## src/rtl/spi_ram_param.sv

```systemverilog
// Command-driven single-port RAM slave behind the SPI front end: separate
// write/read pointers, optional burst auto-increment, registered read data.
module spi_ram_param #(
  parameter int ADDR_WIDTH = 8,
  parameter int DATA_WIDTH = 8,
  parameter int MEM_DEPTH  = 256,
  parameter bit AUTO_INC   = 1'b1
) (
  input  logic                  clk,
  input  logic                  rst_n,
  input  logic [DATA_WIDTH+1:0] din,
  input  logic                  rx_valid,
  output logic [DATA_WIDTH-1:0] dout,
  output logic                  tx_valid,
  output logic                  cmd_err
);

  typedef enum logic [1:0] {
    CMD_WADDR = 2'b00,
    CMD_WDATA = 2'b01,
    CMD_RADDR = 2'b10,
    CMD_RDATA = 2'b11
  } cmd_e;

  localparam logic [ADDR_WIDTH:0]   DEPTH_W = (ADDR_WIDTH+1)'(MEM_DEPTH);
  localparam logic [ADDR_WIDTH-1:0] LAST    = ADDR_WIDTH'(MEM_DEPTH - 1);

  logic [DATA_WIDTH-1:0] mem [MEM_DEPTH];

  logic [ADDR_WIDTH-1:0] wr_ptr_q, wr_ptr_d, rd_ptr_q, rd_ptr_d;
  logic                  wr_vld_q, wr_vld_d, rd_vld_q, rd_vld_d;
  logic [DATA_WIDTH-1:0] dout_q, dout_d;
  logic                  tx_valid_q, tx_valid_d, cmd_err_q, cmd_err_d;
  logic                  mem_we;

  cmd_e                  cmd;
  logic [ADDR_WIDTH-1:0] addr;
  logic                  addr_ok;

  assign cmd     = cmd_e'(din[DATA_WIDTH+1:DATA_WIDTH]);
  assign addr    = din[ADDR_WIDTH-1:0];
  assign addr_ok = {1'b0, addr} < DEPTH_W;

  // Burst step; wrapping from the last word is silent.
  function automatic logic [ADDR_WIDTH-1:0] bump(input logic [ADDR_WIDTH-1:0] p);
    if (!AUTO_INC) return p;
    return (p == LAST) ? '0 : p + 1'b1;
  endfunction

  always_comb begin
    wr_ptr_d   = wr_ptr_q;
    rd_ptr_d   = rd_ptr_q;
    wr_vld_d   = wr_vld_q;
    rd_vld_d   = rd_vld_q;
    dout_d     = dout_q;
    tx_valid_d = 1'b0;
    cmd_err_d  = 1'b0;
    mem_we     = 1'b0;
    if (rx_valid) begin
      unique case (cmd)
        CMD_WADDR: if (addr_ok) begin
                     wr_ptr_d = addr;
                     wr_vld_d = 1'b1;
                   end else cmd_err_d = 1'b1;
        CMD_WDATA: if (wr_vld_q) begin
                     mem_we   = 1'b1;
                     wr_ptr_d = bump(wr_ptr_q);
                   end else cmd_err_d = 1'b1;
        CMD_RADDR: if (addr_ok) begin
                     rd_ptr_d = addr;
                     rd_vld_d = 1'b1;
                   end else cmd_err_d = 1'b1;
        CMD_RDATA: if (rd_vld_q) begin
                     dout_d     = mem[rd_ptr_q];
                     tx_valid_d = 1'b1;
                     rd_ptr_d   = bump(rd_ptr_q);
                   end else cmd_err_d = 1'b1;
        default: ;
      endcase
    end
  end

  always_ff @(posedge clk or negedge rst_n) begin
    if (!rst_n) begin
      wr_ptr_q   <= '0;
      rd_ptr_q   <= '0;
      wr_vld_q   <= 1'b0;
      rd_vld_q   <= 1'b0;
      dout_q     <= '0;
      tx_valid_q <= 1'b0;
      cmd_err_q  <= 1'b0;
    end else begin
      wr_ptr_q   <= wr_ptr_d;
      rd_ptr_q   <= rd_ptr_d;
      wr_vld_q   <= wr_vld_d;
      rd_vld_q   <= rd_vld_d;
      dout_q     <= dout_d;
      tx_valid_q <= tx_valid_d;
      cmd_err_q  <= cmd_err_d;
    end
  end

  // Storage survives reset so data written before a reset can be read back.
  always_ff @(posedge clk) begin
    if (mem_we) mem[wr_ptr_q] <= din[DATA_WIDTH-1:0];
  end

  assign dout     = dout_q;
  assign tx_valid = tx_valid_q;
  assign cmd_err  = cmd_err_q;

endmodule

```

## config.mk

```make
export PLATFORM = sky130hd
export DESIGN_NAME = spi_ram_param
export DESIGN_NICKNAME = d
export VERILOG_FILES = /design/src/rtl/spi_ram_param.sv
export SDC_FILE = /design/constraint.sdc
export NUM_CORES = 2
export LEC_CHECK = 0
export BUFFER_PORTS_ARGS = -buffer_cell sky130_fd_sc_hd__buf_2
export CAP_MARGIN = 20
export CORE_ASPECT_RATIO = 0.7
export CORE_MARGIN = 2
export CORE_UTILIZATION = 59
export CTS_CLUSTER_SIZE = 20
export DETAILED_ROUTE_END_ITERATION = 10
export GPL_TIMING_DRIVEN = 0
export PLACE_DENSITY = 0.75
export SYNTH_ARGS = -nofsm -noshare
export SYNTH_HDL_FRONTEND = slang
export SYNTH_SLANG_ARGS = --single-unit
```

## constraint.sdc

```tcl
create_clock -name clk -period 4.5 [get_ports clk]
set_clock_uncertainty 0.2 [all_clocks]
set_input_delay 0 -clock clk [delete_from_list [all_inputs] [get_ports clk]]
set_output_delay 0 -clock clk [all_outputs]
set_load 0.01 [all_outputs]
```

==> flow_metrics.env <==
export IMPL_crit_end="dout[6]$_DFFE_PN0P_"
export IMPL_overflow=0
export IMPL_start_util_pct=59.2
export IMPL_synth_top_area_cell="edfxtp_1"
export IMPL_fp_dieH_um=315
export IMPL_yosysUniqueCellTypes=57
export IMPL_fmax_ghz=0.212
export IMPL_syn_inst=4095
export IMPL_yosysSeqAreaShare_pct=76.3
export IMPL_drc_errors=0
export IMPL_synth_common_cells="edfxtp_1 (2048), mux4_2 (361), mux2i_1 (350)"
export IMPL_io_pins=23
export IMPL_final_max_slew_violation_count=0
export IMPL_drtPass1Iterations=9
export IMPL_place_area_um2=84400
export IMPL_clock_sinks=2076
export IMPL_r2r_start="rd_ptr_q[2]$_DFFE_PN0P_"
export IMPL_cp_start_kind="register"
export IMPL_clk_insertion_delay_late_ns=0.86
export IMPL_grt_pass1_vias=42100
export IMPL_grt_usage_pct=33.0
export IMPL_timing_final_hold_violations=0
export IMPL_dieArea_um2=141000
export IMPL_endpoint_kind="register"
export IMPL_io_buffers=21
export IMPL_vias=44600
export IMPL_power_mw=44.9
export IMPL_violations="negative setup slack"
export IMPL_synth_edf_count=2048
export IMPL_synth_most_common_cell="edfxtp_1"
export IMPL_maxCapViolations=0
export IMPL_grt_max_degree=163
export IMPL_nets=4354
export IMPL_final_layout_size_suffix_gt1_share_pct=19.3
export IMPL_die_w_um=448
export IMPL_r2r_slack_ns=-0.21
export IMPL_viasPerCell=7.02
export IMPL_r2r_end="dout[6]$_DFFE_PN0P_"
export IMPL_yosys_most_used_dff="edfxtp_1"
export IMPL_coreArea_um2=138000
export IMPL_dp_cells=5985
export IMPL_wl_per_cell_um=36.4
export IMPL_antenna_found_initial=7
export IMPL_status="finished, violations left"
export IMPL_routabilityCongestion=0.970
export IMPL_ys_ff_latch=2076
export IMPL_fin_area_um2=90800
export IMPL_period_share_pct=105
export IMPL_grt_first_pass_wirelength_um=320000
export IMPL_drt_iter0_markers=8913
export IMPL_synth_area_top_cells="edfxtp_1 (75%), mux4_2 (10%), mux2i_1 (4.3%), nor2_1 (1.4%), a22oi_1 (0.99%)"
export IMPL_yosysWarnings=0
export IMPL_p_leak_nw=28.3
export IMPL_htree_num_levels=4
export IMPL_ant_nets=0
export IMPL_slew_headroom_pct=14.6
export IMPL_worstMarginPinSlew_ns=1.28
export IMPL_required_ns=5.06
export IMPL_synth_top_area_share_pct=75.4
export IMPL_synth_fp_nets=4113
export IMPL_crit_type="register to register"
export IMPL_detailed_place_hpwl_um=149000
export IMPL_worstSetupStartpoint="rd_ptr_q[2]$_DFFE_PN0P_"
export IMPL_setup_tns_ns=-0.425
export IMPL_path_clk_slew_ns=0.07
export IMPL_syn_avg_cell_area_um2=19.9
export IMPL_finalWorstSetupSlack_ns=-0.211
export IMPL_syn_area_um2=81600
export IMPL_min_period_ns=4.71
export IMPL_clockRootBuffer="clkbuf_16"
export IMPL_cellPowerDensity_nw_per_um2=494
export IMPL_cts_tree="yes"
export IMPL_area_growth_pct=11.4
export IMPL_cts_buffers=182
export IMPL_cp_max_fo=10
export IMPL_finalSetupViolations=3
export IMPL_stdcell_count=6353
export IMPL_wl_um=231000
export IMPL_async_flop_share_pct=1.35
export IMPL_hold_class="input port to register"
export IMPL_rows=114
export IMPL_clockBufferDepth=3
export IMPL_ir_drop_mv=0.482
export IMPL_rsz0062_at_grt="no"
export IMPL_crit_arrival_ns=5.27
export IMPL_rr_worst_depth=8
final cells by class:
| cell class | instances | area [um^2] |
|---|---|---|
| plain buffers | 255 | 1640 |
| inverters | 8 | 31.3 |
| multi-input cells | 1756 | 17700 |
| fillers | 8685 | 46800 |
| diodes | 8 | 20.0 |
| repair buffers | 57 | 759 |
| clock buffers | 223 | 4830 |
| well taps | 1856 | 2320 |
| flip-flops and latches | 2076 | 62200 |
| clock inverters | 114 | 1270 |
worst min-delay path by stage:
stage | to | startpoint | cells after the start
2_1_floorplan | cmd_err$_DFF_PN0_ | rst_n | 0
3_3_place_gp | cmd_err$_DFF_PN0_ | rst_n | 1
3_5_place_dp | cmd_err$_DFF_PN0_ | rst_n | 1
4_1_cts | mem[181][5]$_DFFE_PP_ | din[5] | 2
5_1_grt | mem[181][5]$_DFFE_PP_ | din[5] | 2
6_report | mem[178][5]$_DFFE_PP_ | din[5] | 2
where the power goes:
part	leakage, nW	switching [mW]	internal (mW)
combinational	6.58	4.75	2.54
sequential	18.7	0.0946	21.3
clock	2.98	7.19	9.01
total	28.3	12.0	32.9
state kept, by name (all words and copies together), names as in the netlist:
register and flops:
dout 8, wr_vld_q 1, cmd_err 1, rd_ptr_q 8
wr_ptr_q 8, mem 2048, rd_vld_q 1, tx_valid 1
stage by stage:
stage / util [%] / hold WS, ns / setup WS, ns
6_report: 66.0 / 0.0218 / -0.211
5_1_grt: 66.0 / 0.0407 / 0.0112
4_1_cts: 65.9 / 0.00353 / 0.0728
3_5_place_dp: 61.3 / -0.0611 / -0.151
3_3_place_gp: 61.0 / -0.0670 / -0.308
2_1_floorplan: - / -0.496 / 1.96
worst max-delay path: stages (launching register included):
cell and delay, ns:
dfrtp_1 0.42, buf_2 0.55, clkinv_2 0.54, clkbuf_1 0.55, mux4_2 0.47, nor2_1 0.09, nor4_1 1.05, nand4_1 0.45
o221ai_1 0.30
routing by layer:
metal  global-route usage (%)  vias to the layer above  wire [um]  part of all wire [%]
li1                         -                    17300          -                     -
met1                     48.5                    22800      85700                    37
met2                     44.8                     3871      96700                    42
met3                     13.3                      551      39100                    17
met4                     12.1                       21       9340                   4.0
met5                        0                        -        181                 0.078
layout by cell type (no fill, tap or decap), drive strengths merged, types with 6 or more instances in the layout:
master and n:
a2111oi 9, a211oi 33, a21oi 22, a221oi 8, a22oi 108, a31oi 26, and2 51, buf 196
bufinv 23, clkbuf 320, clkinv 77, clkinvlp 6, dfrtp 28, diode 8, dlygate4sd3 19, edfxtp 2048
inv 16, mux2 15, mux2i 350, mux4 366, nand2 99, nand3 56, nand4 44, nor2 301
nor2b 17, nor3 28, nor4 10, o211ai 10, o21ai 29, o221ai 39, o22ai 87
timing repair:
item	CTS	global route
endpoints found under the setup margin	5	7
endpoints found under the hold margin	1680	0
resized for setup	3	8
hold buffers	20	0
buffers inserted	0	0
gates cloned	0	0
pin swaps	0	0
kinds of logic after synthesis:
| family | count (synthesis) | synth area share, % |
|---|---|---|
| buffers and inverters | 263 | 2.03 |
| AOI/OAI and AO/OA | 384 | 3.33 |
| DFF | 2076 | 76.3 |
| adders and majority gates | 5 | 0.0767 |
| muxes | 731 | 14.6 |
| and+or+nand+nor | 636 | 3.67 |
Power figures use the tool's default switching activity.
